File: src/rtl/sg_lock_pkg.sv
// Shared definitions for the syncgen lock controller: state encoding and default counter width.
package sg_lock_pkg;

    localparam int V_CNT_W_DEF = 11;

    typedef enum logic [1:0] {
        ST_IDLE    = 2'd0,
        ST_QUALIFY = 2'd1,
        ST_ARM     = 2'd2,
        ST_LOCKED  = 2'd3
    } lock_state_t;

    localparam logic [7:0] RELOCK_MAX = 8'hFF;

endpackage

File: src/rtl/sg_lock_ctrl_if.sv
// Control, sync-reference and status bundle between the lock controller and its environment.
interface sg_lock_ctrl_if
    import sg_lock_pkg::*;
#(
    parameter int V_CNT_W = V_CNT_W_DEF
);
    logic               enable;
    logic               v_change;
    logic               HSYNC_ref;
    logic               VSYNC_ref;
    logic [V_CNT_W-1:0] v_total;
    logic               sg_reset_n;
    logic               locked;
    logic [1:0]         state;
    logic [V_CNT_W-1:0] frame_lines;
    logic [7:0]         relock_cnt;

    modport master (
        output enable, v_change, HSYNC_ref, VSYNC_ref, v_total,
        input  sg_reset_n, locked, state, frame_lines, relock_cnt
    );

    modport slave (
        input  enable, v_change, HSYNC_ref, VSYNC_ref, v_total,
        output sg_reset_n, locked, state, frame_lines, relock_cnt
    );
endinterface

File: src/rtl/sg_line_meter.sv
// Counts hsync falling edges per vsync period and judges each completed frame against v_total.
// frame_done/good are combinational in the vsync-edge cycle; frame_lines updates one cycle later.
module sg_line_meter
    import sg_lock_pkg::*;
#(
    parameter int V_CNT_W = V_CNT_W_DEF,
    parameter int V_TOL   = 2
) (
    input  logic               PCLK,
    input  logic               reset,
    input  logic               HSYNC_ref,
    input  logic               VSYNC_ref,
    input  logic [V_CNT_W-1:0] v_total,
    output logic               frame_done,
    output logic [V_CNT_W-1:0] frame_lines,
    output logic               line_sat,
    output logic               good
);
    localparam logic [V_CNT_W-1:0] CNT_MAX = '1;
    localparam logic signed [V_CNT_W:0] TOL_S = (V_CNT_W+1)'(V_TOL);

    logic               r_hs_prev;
    logic               r_vs_prev;
    logic [V_CNT_W-1:0] r_line_cnt;
    logic [V_CNT_W-1:0] r_frame_lines;

    logic               w_hs_fall;
    logic               w_vs_fall;
    logic [V_CNT_W-1:0] w_line_inc;
    logic [V_CNT_W-1:0] w_lines_new;
    logic signed [V_CNT_W:0] w_diff;
    logic signed [V_CNT_W:0] w_abs;

    assign w_hs_fall   = r_hs_prev & ~HSYNC_ref;
    assign w_vs_fall   = r_vs_prev & ~VSYNC_ref;
    assign w_line_inc  = (r_line_cnt == CNT_MAX) ? CNT_MAX : r_line_cnt + V_CNT_W'(1);
    // A line whose hsync falls together with vsync still belongs to the closing frame.
    assign w_lines_new = w_hs_fall ? w_line_inc : r_line_cnt;

    assign w_diff = $signed({1'b0, w_lines_new}) - $signed({1'b0, v_total});
    assign w_abs  = w_diff[V_CNT_W] ? -w_diff : w_diff;

    assign frame_done  = w_vs_fall;
    assign good        = (w_abs <= TOL_S);
    assign frame_lines = r_frame_lines;
    assign line_sat    = (r_line_cnt == CNT_MAX);

    always_ff @(posedge PCLK) begin
        if (reset) begin
            r_hs_prev     <= 1'b1;
            r_vs_prev     <= 1'b1;
            r_line_cnt    <= '0;
            r_frame_lines <= '0;
        end else begin
            r_hs_prev <= HSYNC_ref;
            r_vs_prev <= VSYNC_ref;
            if (w_vs_fall) begin
                r_frame_lines <= w_lines_new;
                r_line_cnt    <= '0;
            end else if (w_hs_fall) begin
                r_line_cnt <= w_line_inc;
            end
        end
    end

endmodule

File: src/rtl/sg_lock_ctrl.sv
// Qualifies the input timing for STABLE_FRAMES frames, then releases the syncgen reset at a vsync edge.
// sg_reset_n/locked are registered: they follow the state decision by one cycle; drops force IDLE at once.
module sg_lock_ctrl
    import sg_lock_pkg::*;
#(
    parameter int STABLE_FRAMES = 3,
    parameter int V_TOL         = 2,
    parameter int V_CNT_W       = V_CNT_W_DEF
) (
    input  logic           PCLK,
    input  logic           reset,
    sg_lock_ctrl_if.slave  bus
);
    localparam int SC_W = $clog2(STABLE_FRAMES + 1);
    localparam logic [SC_W-1:0] STABLE_TGT = SC_W'(STABLE_FRAMES);

    lock_state_t     r_state;
    logic [SC_W-1:0] r_stable_cnt;
    logic            r_first_seen;
    logic [7:0]      r_relock_cnt;
    logic            r_sg_reset_n;
    logic            r_locked;

    lock_state_t     w_state_nxt;
    logic [SC_W-1:0] w_stable_nxt;
    logic [SC_W-1:0] w_stable_inc;
    logic            w_first_nxt;
    logic [7:0]      w_relock_nxt;
    logic            w_sg_reset_n_nxt;
    logic            w_locked_nxt;

    logic               w_frame_done;
    logic [V_CNT_W-1:0] w_frame_lines;
    logic               w_line_sat;
    logic               w_good;

    sg_line_meter #(
        .V_CNT_W (V_CNT_W),
        .V_TOL   (V_TOL)
    ) u_meter (
        .PCLK        (PCLK),
        .reset       (reset),
        .HSYNC_ref   (bus.HSYNC_ref),
        .VSYNC_ref   (bus.VSYNC_ref),
        .v_total     (bus.v_total),
        .frame_done  (w_frame_done),
        .frame_lines (w_frame_lines),
        .line_sat    (w_line_sat),
        .good        (w_good)
    );

    assign w_stable_inc = r_stable_cnt + SC_W'(1);

    always_ff @(posedge PCLK) begin
        if (reset) begin
            r_state      <= ST_IDLE;
            r_stable_cnt <= '0;
            r_first_seen <= 1'b0;
            r_relock_cnt <= '0;
            r_sg_reset_n <= 1'b0;
            r_locked     <= 1'b0;
        end else begin
            r_state      <= w_state_nxt;
            r_stable_cnt <= w_stable_nxt;
            r_first_seen <= w_first_nxt;
            r_relock_cnt <= w_relock_nxt;
            r_sg_reset_n <= w_sg_reset_n_nxt;
            r_locked     <= w_locked_nxt;
        end
    end

    always_comb begin
        w_state_nxt  = r_state;
        w_stable_nxt = r_stable_cnt;
        w_first_nxt  = r_first_seen;
        w_relock_nxt = r_relock_cnt;
        // Disable or mode change overrides everything and is not counted as a lock loss.
        if (!bus.enable || bus.v_change) begin
            w_state_nxt = ST_IDLE;
        end else begin
            case (r_state)
                ST_IDLE: begin
                    w_state_nxt  = ST_QUALIFY;
                    w_stable_nxt = '0;
                    w_first_nxt  = 1'b0;
                end
                ST_QUALIFY: begin
                    if (w_frame_done) begin
                        if (!r_first_seen) begin
                            w_first_nxt = 1'b1;
                        end else if (w_good) begin
                            w_stable_nxt = w_stable_inc;
                            if (w_stable_inc == STABLE_TGT) begin
                                w_state_nxt = ST_ARM;
                            end
                        end else begin
                            w_stable_nxt = '0;
                        end
                    end
                end
                ST_ARM: begin
                    if (w_frame_done) begin
                        w_state_nxt = ST_LOCKED;
                    end
                end
                ST_LOCKED: begin
                    if ((w_frame_done && !w_good) || w_line_sat) begin
                        w_state_nxt = ST_IDLE;
                        if (r_relock_cnt != RELOCK_MAX) begin
                            w_relock_nxt = r_relock_cnt + 8'd1;
                        end
                    end
                end
                default: w_state_nxt = ST_IDLE;
            endcase
        end
    end

    always_comb begin
        w_sg_reset_n_nxt = (w_state_nxt == ST_LOCKED);
        w_locked_nxt     = (w_state_nxt == ST_LOCKED);
    end

    assign bus.sg_reset_n  = r_sg_reset_n;
    assign bus.locked      = r_locked;
    assign bus.state       = r_state;
    assign bus.frame_lines = w_frame_lines;
    assign bus.relock_cnt  = r_relock_cnt;

endmodule

File: src/flat_wrapper.sv
// flat-port wrapper written by rule: the top's interface ports become plain ports
module sg_lock_ctrl_flat import sg_lock_pkg::*;
#(
    parameter int STABLE_FRAMES = 3,
    parameter int V_TOL         = 2,
    parameter int V_CNT_W       = V_CNT_W_DEF
)
  (PCLK, reset, bus_enable, bus_v_change, bus_HSYNC_ref, bus_VSYNC_ref, bus_v_total, bus_sg_reset_n, bus_locked, bus_state, bus_frame_lines, bus_relock_cnt);
  sg_lock_ctrl_if #(.V_CNT_W(V_CNT_W)) bus_i ();
  input  logic PCLK;
  input  logic reset;
  input wire logic [$bits(bus_i.enable)-1:0] bus_enable;
  input wire logic [$bits(bus_i.v_change)-1:0] bus_v_change;
  input wire logic [$bits(bus_i.HSYNC_ref)-1:0] bus_HSYNC_ref;
  input wire logic [$bits(bus_i.VSYNC_ref)-1:0] bus_VSYNC_ref;
  input wire logic [$bits(bus_i.v_total)-1:0] bus_v_total;
  output wire logic [$bits(bus_i.sg_reset_n)-1:0] bus_sg_reset_n;
  output wire logic [$bits(bus_i.locked)-1:0] bus_locked;
  output wire logic [$bits(bus_i.state)-1:0] bus_state;
  output wire logic [$bits(bus_i.frame_lines)-1:0] bus_frame_lines;
  output wire logic [$bits(bus_i.relock_cnt)-1:0] bus_relock_cnt;
  assign bus_i.enable = bus_enable;
  assign bus_i.v_change = bus_v_change;
  assign bus_i.HSYNC_ref = bus_HSYNC_ref;
  assign bus_i.VSYNC_ref = bus_VSYNC_ref;
  assign bus_i.v_total = bus_v_total;
  assign bus_sg_reset_n = bus_i.sg_reset_n;
  assign bus_locked = bus_i.locked;
  assign bus_state = bus_i.state;
  assign bus_frame_lines = bus_i.frame_lines;
  assign bus_relock_cnt = bus_i.relock_cnt;
  sg_lock_ctrl #(.STABLE_FRAMES(STABLE_FRAMES), .V_TOL(V_TOL), .V_CNT_W(V_CNT_W)) u_core (.PCLK(PCLK), .reset(reset), .bus(bus_i));
endmodule
File: config.mk
export PLATFORM = sky130hd
export DESIGN_NAME = sg_lock_ctrl_flat
export DESIGN_NICKNAME = d
export VERILOG_FILES = /design/src/rtl/sg_lock_pkg.sv /design/src/rtl/sg_lock_ctrl_if.sv /design/src/rtl/sg_line_meter.sv /design/src/rtl/sg_lock_ctrl.sv /design/src/flat_wrapper.sv
export SDC_FILE = /design/constraint.sdc
export NUM_CORES = 1
export LEC_CHECK = 0
export BUFFER_PORTS_ARGS = -buffer_cell sky130_fd_sc_hd__buf_2
export CORE_AREA = 5 5 94 96
export DETAILED_ROUTE_END_ITERATION = 12
export DIE_AREA = 0 0 99 101
export PLACE_DENSITY_LB_ADDON = 0.15
export SLEW_MARGIN = 20
export SYNTH_ARGS = -nofsm -noshare
export SYNTH_HDL_FRONTEND = slang
export SYNTH_SLANG_ARGS = --single-unit
File: constraint.sdc
create_clock -name PCLK -period 5.03 [get_ports PCLK]
set_input_delay 0.2515 -clock PCLK [delete_from_list [all_inputs] [get_ports PCLK]]
set_output_delay 0.2515 -clock PCLK [all_outputs]
set_load 0.03 [all_outputs]
==> results.cfg, run 1 <==
[logic_synthesis]
netlist_instances = 329
synth_mux_area_share_pct = 1.55
syn-num-nets = 361
synth-seq-area-share_pct = 28.5
avgSynthCellArea_um2 = 8.12
synthSimpleGateAreaFrac_pct = 24.9
synth_fa_ha_area_share_pct = 7.31
synth-edff-count = 0
ys_ff_latch = 38
synth_xor_area_share_pct = 4.26
synth-async-reset-ratio_pct = 0
synth_area_leaders = dfxtp_1 (28%), ha_1 (6.6%), a21oi_1 (4.9%), nor2_1 (4.4%), nand2_1 (4.1%)
netlist.area_leader.share_pct = 28.5
yosysWarningCount = 0
synth_area_mm2 = 0.00267
synthFlopType = dfxtp_1
synth_top_family_by_area = compound AO/OA/AOI/OAI gates
synth_largest_area_cell = dfxtp_1
synth-compound-area-share_pct = 28.0
synth_cell_type_count = 67

[detailed_routing]
wl_per_cell_um = 14.1
num_vias = 2485
first_iter_violations = 43
drc = 0
viasPerCell = 5.29
ant_nets = 0
totalWireLength_mm = 6.64
drt-pass1-iter-count = 4

[placed_design]
dp_slack_ns = 0.217
finalWeightedCongestion = 0.824
port_buffers = 39
placedCellCount = 464
place_hpwl_mm = 5.32

[floorplan]
core_area_mm2 = 0.00797
start_util_pct = 33.5
die_area_mm2 = 0.0100
die_h_um = 101
io_pins = 40
row_count = 33
die_x_um = 99

[global_routing]
grt_pass1_wl_mm = 11.3
antenna_found_initial = 0
grt_pass1_vias = 2361
grt_busiest_layer = met2
gr-usage-all-layers_pct = 13.7
gr-usage-met3_pct = 1.66
grt_overflow = 0
grtUsageMet2_pct = 24.2
use_met1_pct = 17.4
grt_max_degree = 19

[layout]
layout_commonest_cell = buf_2
seq_area_um2 = 761
final_nets = 398
multi_input_area_mm2 = 0.00177
nFillCells = 872
area_delta_synth_final_pct = 14.2
antenna_cells = 0
drive_gt1_share_pct = 18.6
mostFrequentLayoutCells = buf_2 (39), dfxtp_1 (38), nor2_1 (31)
final_cells = 470

[hold_path]
hold_end = u_core.u_meter.r_hs_prev
hold_path.class = input pin to flop
min_from = bus_HSYNC_ref
hold_depth = 2

[setup_path]
rr_worst_depth = 18
critPathTopFamily = compound AO/OA/AOI/OAI gates
crit_fanout = 11
r2r_slack_ns = 0.46
critPathBufInv = 1
startpoint_type = flop
crit_path_cell_trace = nand4_1 > or2_2 > nor2_1 > nor2_1 > a21oi_1 > ha_1 > and2b_1 > o21a_4 > a2111oi_4 > or2_1 > o21ai_1 > a32oi_1 > nor4_2 > a41oi_4 > a21oi_4 > buf_4 > and3_1 > o31a_1
crit_slowest_cell = a21oi_1
critPathArrivalTime_ns = 4.74
crit_path_max_incr_delay_ns = 0.40
crit_path_frequent_cell = nor2_1
required_ns = 5.21
critical_path_class = flop to flop
rr_endpoint = u_core.bus.state[0]
endpoint_kind = flop
rr_startpoint = u_core.u_meter.r_line_cnt[7]

[timing]
worst_slew_pin_slew_ns = 0.816
rsz0062_at_grt = no
final-hold-violation-count = 0
slew_headroom_pct = 45.3
clock_skew_ns = 0.00794
setup_viol = 0
drv_slew = 0
clock.fmax_mhz = 219
hold_ws_ns = 0.179
final.setup.tns_ns = 0
period_needed_ns = 4.57
fin_ws_ns = 0.465
fin_crit_sh_pct = 90.8

[power]
pwr-share-seq_pct = 47.8
comb_power_share_pct = 20.4
switchingPower_mw = 0.183
power.internal_mw = 0.460
p_leak_nw = 1.31
p_clk_share_pct = 31.8
swShare_pct = 28.5
power_density_mw_per_mm2 = 211
ir_worst_vdd_uv = 157

[run_status]
outcome = completed

[cts]
cts_root_buf = clkbuf_8
clk_pin_slew_worst_paths_ns = 0.07
numCtsBuffers = 5
postCtsHoldBufs = 0
cts_tree = done
cts_max_level = 2
postCtsSetupBuffers = 0
clkSinkCount = 38
clk_path_buf_depth = 2
clock_latency_ns = 0.29

[job]
max-cap-violations = 0
-- synthesized netlist by cell type (all sizes together), types with 2 or more instances --
cell    count
mux2i       3
nand2      29
o21ai      18
nor2b       5
nor4        4
a21o        4
ha         14
nand2b      4
and2        3
o211ai      5
o311ai      2
a21oi      29
dfxtp      38
nor3b       3
or2         5
nand3      11
inv        23
buf         6
nor3        6
a41oi       4
or3         6
nor2       31
o211a       2
xor2        6
xnor2       7
o21a        2
a32oi       2
o22ai       3
clkbuf      6
a211oi      6
nand4       9
and3        6
a22o        8
-- logic make-up (layout without fill, tap and decap cells) --
group           Yosys count  after routing
fa+ha+maj                15             15
flops                    38             38
simple gates            127            127
buf+inv                  35             71
compound gates           97             97
xor+xnor                 13             13
mux                       4              4
-- power groups by stage --
stage | Combinational (mW) | Sequential (mW) | Clock (mW)
3_5_place_dp | 0.130 | 0.314 | 0
3_3_place_gp | 0.130 | 0.314 | 0
6_report | 0.131 | 0.307 | 0.204
5_1_grt | 0.146 | 0.307 | 0.227
4_1_cts | 0.131 | 0.307 | 0.213
2_1_floorplan | 0.0952 | 0.317 | 0
-- metal layers --
| layer | part of all wire, % | vias up |
|---|---|---|
| li1 | - | 1276 |
| met1 | 46 | 1170 |
| met2 | 50 | 33 |
| met3 | 2.2 | 6 |
| met4 | 1.2 | 0 |
| met5 | 0 | - |
-- timing repair --
| item | CTS | global route |
|---|---|---|
| hold endpoints to repair | 0 | 0 |
| setup endpoints to repair | 0 | 9 |
| gates resized for setup | 0 | 3 |
-- sequential cells by signal (all words and copies together) (netlist names) --
register / count
u_core.u_meter.r_vs_prev: 1
u_core.u_meter.r_line_cnt: 11
u_core.bus.relock_cnt: 8
u_core.r_stable_cnt: 2
u_core.u_meter.r_hs_prev: 1
u_core.bus.state: 2
u_core.bus.sg_reset_n: 1
u_core.u_meter.frame_lines: 11
u_core.r_first_seen: 1
-- layout make-up --
| class | count | area share, % |
|---|---|---|
| multi-input combinational | 256 | 58.1 |
| sequential | 38 | 24.9 |
| inverter | 23 | 2.83 |
| timing repair buffer | 42 | 7.13 |
| clock buffer | 6 | 2.71 |
| tap | 105 | 4.31 |
-- worst max path at each step --
stage | startpoint | endpoint | slack, ns | cells after the start
6_report | u_core.u_meter.r_line_cnt[7] | u_core.bus.state[0] | 0.46 | 18
5_1_grt | u_core.u_meter.r_line_cnt[3] | u_core.bus.state[0] | 0.05 | 18
4_1_cts | u_core.u_meter.r_hs_prev | u_core.bus.relock_cnt[6] | 0.26 | 18
3_5_place_dp | bus_HSYNC_ref | u_core.bus.state[0] | 0.22 | 19
3_3_place_gp | bus_HSYNC_ref | u_core.bus.relock_cnt[4] | 0.29 | 19
2_1_floorplan | u_core.u_meter.r_hs_prev | u_core.bus.relock_cnt[0] | 0.98 | 19
-- worst register-to-register path, stage by stage, from the launching register on --
cell       delay (ns)
dfxtp_1          0.39
nand4_1          0.13
or2_2            0.31
nor2_1           0.24
nor2_1           0.08
a21oi_1          0.40
ha_1             0.36
and2b_1          0.21
o21a_4           0.26
a2111oi_4        0.35
or2_1            0.28
o21ai_1          0.10
a32oi_1          0.20
nor4_2           0.09
a41oi_4          0.30
a21oi_4          0.12
buf_4            0.21
and3_1           0.18
o31a_1           0.26
-- per-stage QoR --
stage	power [mW]	utilization, %	instance area, um2
6_report	0.643	38.3	3050
5_1_grt	0.680	38.3	3050
2_1_floorplan	0.412	-	2670
3_3_place_gp	0.444	37.1	2960
4_1_cts	0.651	38.2	3040
3_5_place_dp	0.444	37.1	2960
Note: power is estimated with default switching activity, not from simulation.
==> run 2: changes to the inputs <==
--- a/config.mk
+++ b/config.mk
@@ -6,9 +6,9 @@
 export NUM_CORES = 1
 export LEC_CHECK = 0
 export BUFFER_PORTS_ARGS = -buffer_cell sky130_fd_sc_hd__buf_2
-export CORE_AREA = 5 5 94 96
+export CORE_AREA = 5 5 80 82
 export DETAILED_ROUTE_END_ITERATION = 12
-export DIE_AREA = 0 0 99 101
+export DIE_AREA = 0 0 85 87
 export PLACE_DENSITY_LB_ADDON = 0.15
 export SLEW_MARGIN = 20
 export SYNTH_ARGS = -nofsm -noshare
==> run 2 against run 1 <==
  * Final cell count decreased by 6.0%
  * Critical path depth increased by 2
  * Count of clock-buffer cells in the layout up 1
  * Routed wire length is 4.0% lower
  * Fmax shrank 0.85%
  * Worst hold slack better by 0.0052 ns
  * Die area shrank 26%
  * Sequential power hardly changed
  * First-iteration DRC count increased by 40%
  * Via count grew 1.0%
  * Critical path type unchanged
==> results.cfg, run 2 (synthesis results as in run 1) <==
[run_status]
outcome = completed

[cts]
clock_latency_ns = 0.29
cts_max_level = 2
cts_root_buf = clkbuf_8
clkSinkCount = 38
postCtsHoldBufs = 0
cts_resized = 0
postCtsSetupBuffers = 0
cts_tree = done
numCtsBuffers = 5
clk_pin_slew_worst_paths_ns = 0.08
clk_path_buf_depth = 2

[global_routing]
grt_overflow = 0
gr-usage-all-layers_pct = 17.3
grt_pass1_vias = 2279
antenna_found_initial = 0
gr-usage-met3_pct = 3.22
grt_max_degree = 19
grtUsageMet2_pct = 29.9
grt_pass1_wl_mm = 10.5
grt_busiest_layer = met2
use_met1_pct = 21.9

[detailed_routing]
drc = 0
num_vias = 2511
totalWireLength_mm = 6.38
wl_per_cell_um = 14.4
viasPerCell = 5.68
ant_nets = 0
drt-pass1-iter-count = 4
first_iter_violations = 60

[floorplan]
die_area_mm2 = 0.00740
io_pins = 40
die_x_um = 85
core_area_mm2 = 0.00568
row_count = 28
start_util_pct = 47.1
die_h_um = 87

[timing]
hold_ws_ns = 0.185
fin_crit_sh_pct = 91.5
worst_slew_pin_slew_ns = 0.822
final.setup.tns_ns = 0
setup_viol = 0
clock.fmax_mhz = 217
slew_headroom_pct = 44.8
rsz0062_at_grt = no
drv_slew = 0
clock_skew_ns = 0.00782
period_needed_ns = 4.60
final-hold-violation-count = 0

[setup_path]
rr_worst_depth = 20
r2r_slack_ns = 0.43
endpoint_kind = flop
rr_startpoint = u_core.u_meter.r_line_cnt[0]
required_ns = 5.25
critical_path_class = flop to flop
critPathArrivalTime_ns = 4.82
crit_fanout = 9
startpoint_type = flop
rr_endpoint = u_core.bus.relock_cnt[5]

[layout]
antenna_cells = 0
mostFrequentLayoutCells = buf_2 (39), dfxtp_1 (38), nor2_1 (31)
area_delta_synth_final_pct = 13.5
layout_commonest_cell = buf_2
nFillCells = 576
drive_gt1_share_pct = 18.3
final_nets = 398

[hold_path]
min_from = bus_HSYNC_ref
hold_depth = 2
hold_path.class = input pin to flop
hold_end = u_core.u_meter.r_hs_prev

[power]
swShare_pct = 27.0
comb_power_share_pct = 18.6
pwr-share-seq_pct = 44.8
ir_worst_vdd_uv = 263
switchingPower_mw = 0.185
p_clk_share_pct = 36.6
p_leak_nw = 1.32
power_density_mw_per_mm2 = 226
power.internal_mw = 0.501

[placed_design]
place_hpwl_mm = 5.02
port_buffers = 39
finalWeightedCongestion = 0.873

[job]
max-cap-violations = 0
run 2: critical path: stages (launching register included):
cell	delay [ns]
dfxtp_1	0.34
ha_1	0.25
nand3_1	0.12
o211ai_1	0.10
o21ai_0	0.19
ha_1	0.24
inv_1	0.05
fa_1	0.42
a211oi_2	0.41
nor2_1	0.11
xor2_1	0.15
buf_4	0.16
nor3_1	0.43
nand3_1	0.21
nor2_1	0.16
nor4_2	0.07
a41oi_4	0.31
a21oi_4	0.13
buf_4	0.21
or3_1	0.34
a21oi_1	0.14
run 2: power by group through the flow:
stage / combinational (mW) / clock [mW] / sequential [mW]
finish: 0.128 / 0.251 / 0.307
detailed placement: 0.127 / 0 / 0.314
floorplan: 0.0952 / 0 / 0.317
global route: 0.143 / 0.273 / 0.308
global placement: 0.126 / 0 / 0.314
CTS: 0.128 / 0.256 / 0.307
run 2: final cells by class:
| type | instances | area [um2] | share of cell area (%) |
|---|---|---|---|
| Timing Repair Buffer | 42 | 218 | 7.18 |
| Inverter | 23 | 86.3 | 2.85 |
| Multi-Input combinational cell | 256 | 1770 | 58.3 |
| Sequential cell | 38 | 761 | 25.1 |
| Tap cell | 75 | 93.8 | 3.09 |
| Clock buffer | 7 | 76.3 | 2.52 |
| Clock inverter | 1 | 30.0 | 0.990 |
run 2: worst max path at each step:
stage / from / end / slack (ns) / depth (start not counted)
floorplan: u_core.u_meter.r_hs_prev / u_core.bus.relock_cnt[0] / 0.98 / 19
global placement: bus_HSYNC_ref / u_core.bus.relock_cnt[0] / 0.21 / 18
detailed placement: bus_HSYNC_ref / u_core.bus.relock_cnt[0] / 0.20 / 18
CTS: u_core.u_meter.r_hs_prev / u_core.bus.relock_cnt[0] / 0.22 / 17
global route: u_core.u_meter.r_line_cnt[7] / u_core.bus.relock_cnt[0] / 0.04 / 17
finish: u_core.u_meter.r_line_cnt[0] / u_core.bus.relock_cnt[5] / 0.43 / 20
run 2: per-stage QoR:
stage	cell area (um2)	power [mW]	setup WS, ns	utilization [%]	instances
floorplan	2670	0.412	0.980	-	329
global placement	2920	0.440	0.211	51.5	434
detailed placement	2920	0.441	0.203	51.5	434
CTS	3030	0.691	0.218	53.3	442
global route	3030	0.724	0.0431	53.4	442
finish	3030	0.686	0.425	53.4	442
run 2: routing by layer:
layer / part of all wire (%) / wire (um)
met1: 46 / 2920
met2: 49 / 3130
met3: 3.7 / 236
met4: 1.3 / 85
met5: 0 / 0
==> run 3: changes to the inputs <==
==> constraint.sdc (replaced) <==
create_clock -name PCLK -period 4.2 [get_ports PCLK]
set_input_delay 0.21 -clock PCLK [delete_from_list [all_inputs] [get_ports PCLK]]
set_output_delay 0.21 -clock PCLK [all_outputs]
set_load 0.03 [all_outputs]
==> run 3 against run 2 <==
  * Combinational power up 64%
  * Fmax up 13%
  * Utilization up 12 points
  * Clock skew about the same
  * Critical path type unchanged
==> results.cfg, run 3 (synthesis results as in run 1) <==
[hold_path]
hold_end = u_core.u_meter.r_vs_prev
hold_depth = 2
min_from = bus_VSYNC_ref
hold_path.class = input pin to flop

[timing]
worst_slew_pin_slew_ns = 0.865
slew_headroom_pct = 42.0
period_needed_ns = 4.08
clock_skew_ns = 0.00795
final-hold-violation-count = 0
setup_viol = 0
drv_slew = 0
fin_crit_sh_pct = 97.1
clock.fmax_mhz = 245
rsz0062_at_grt = yes

[global_routing]
grt_pass1_vias = 2465
grt_pass1_wl_mm = 11.0
antenna_found_initial = 0
grt_max_degree = 19
gr-usage-all-layers_pct = 18.3
grt_overflow = 0

[detailed_routing]
ant_nets = 0
first_iter_violations = 77
drt-pass1-iter-count = 4
wl_per_cell_um = 14.8
viasPerCell = 5.48
num_vias = 2685
drc = 0
totalWireLength_mm = 7.24

[cts]
clk_path_buf_depth = 2
cts_max_level = 2
clk_pin_slew_worst_paths_ns = 0.08
clock_latency_ns = 0.29
numCtsBuffers = 5
cts_tree = done
postCtsHoldBufs = 0
clkSinkCount = 38
cts_root_buf = clkbuf_8

[placed_design]
placedInstanceArea_mm2 = 0.00321
finalWeightedCongestion = 0.855
port_buffers = 39
place_hpwl_mm = 5.25

[layout]
antenna_cells = 0
nFillCells = 503
multi_input_area_mm2 = 0.00208
stdcell_area_mm2 = 0.00372
area_delta_synth_final_pct = 39.3
drive_gt1_share_pct = 40.5
mostFrequentLayoutCells = buf_4 (49), buf_2 (39), dfxtp_1 (32)
final_nets = 446
seq_area_um2 = 771
layout_commonest_cell = buf_4

[power]
p_leak_nw = 1.58
ir_worst_vdd_uv = 259
p_total_mw = 0.880
power_density_mw_per_mm2 = 236

[setup_path]
crit_fanout = 9
rr_endpoint = u_core.bus.state[0]
rr_worst_depth = 18
critical_path_class = flop to flop
critPathArrivalTime_ns = 4.26
startpoint_type = flop
r2r_slack_ns = 0.12
endpoint_kind = flop
rr_startpoint = u_core.u_meter.r_line_cnt[2]
required_ns = 4.39

[floorplan]
row_count = 28
die_area_mm2 = 0.00740
io_pins = 40
die_x_um = 85
start_util_pct = 47.1
core_area_mm2 = 0.00568
die_h_um = 87

[run_status]
outcome = completed

[job]
max-cap-violations = 0
==> run 3: cell count changes in the layout (fill, tap and decap cells not counted), moves of 5 or more <==
cell and delta:
dfxtp_2 +5, ha_4 +8, nor2_2 +6, dfxtp_1 -6
buf_4 +46, ha_1 -9, nor2_1 -7
==> run 3: how the worst max path moves through the flow <==
stage          slack [ns]                          from  depth (start not counted)                       end
2_1_floorplan        0.15      u_core.u_meter.r_hs_prev                         19  u_core.bus.relock_cnt[0]
3_3_place_gp        -0.05                 bus_HSYNC_ref                         19  u_core.bus.relock_cnt[6]
3_5_place_dp         -0.1                 bus_HSYNC_ref                         20  u_core.bus.relock_cnt[3]
4_1_cts              0.01  u_core.u_meter.r_line_cnt[7]                         18  u_core.bus.relock_cnt[0]
5_1_grt             -0.06  u_core.u_meter.r_line_cnt[5]                         18       u_core.bus.state[0]
6_report             0.12  u_core.u_meter.r_line_cnt[2]                         18       u_core.bus.state[0]
==> run 3: what timing repair did <==
item                                    4_1_cts  5_1_grt
endpoints found under the setup margin       10       13
pin swaps                                     1       33
gates resized for setup                       4       70
cloned                                        0        1
buffers inserted                              0        9
==> run 3: routing by layer <==
layer	track usage, %	vias up	share of wire (%)
met4	6.04	0	1.1
met2	31.5	56	51
met3	3.31	6	3.2
li1	-	1374	-
met5	0	-	0
met1	23.0	1249	45
==> run 3: worst max-delay path, stage by stage, from the launching register on <==
cell	delay [ns]
dfxtp_1	0.47
and4_1	0.30
and3_2	0.24
xnor2_2	0.14
nand2_1	0.16
ha_4	0.32
buf_4	0.17
o211ai_1	0.13
a21o_1	0.18
o211ai_1	0.34
nor2b_2	0.11
a41oi_2	0.20
xor2_1	0.20
nor2_2	0.07
a41oi_4	0.24
a21oi_4	0.10
buf_4	0.17
and3_1	0.17
o31a_1	0.26
==> run 3: power by group <==
group / leakage (nW) / switching (mW) / internal (mW)
Clock: 0.0524 / 0.125 / 0.178
Sequential: 0.311 / 0.00322 / 0.364
Combinational: 1.22 / 0.117 / 0.0924
Total: 1.58 / 0.245 / 0.634
==> run 3: final cells by class <==
type                       instances  share of cell area (%)
clock inverter                     1                   0.807
timing repair buffer              90                    15.7
multi-input combinational        256                    55.9
clock buffer                       7                    2.05
tap                               75                    2.52
sequential                        38                    20.7
inverter                          23                    2.32
==> run 3: metrics by stage <==
stage | setup WS [ns] | cells | hold slack (ns) | TNS (ns) | utilization [%]
floorplan | 0.150 | 329 | 0.317 | 0 | -
global placement | -0.0497 | 472 | 0.414 | -0.319 | 56.5
detailed placement | -0.0978 | 472 | 0.428 | -0.624 | 56.5
global route | -0.0559 | 490 | 0.149 | -0.313 | 65.6
finish | 0.123 | 490 | 0.162 | 0 | 65.6
CTS | 0.0131 | 480 | 0.132 | 0 | 58.6
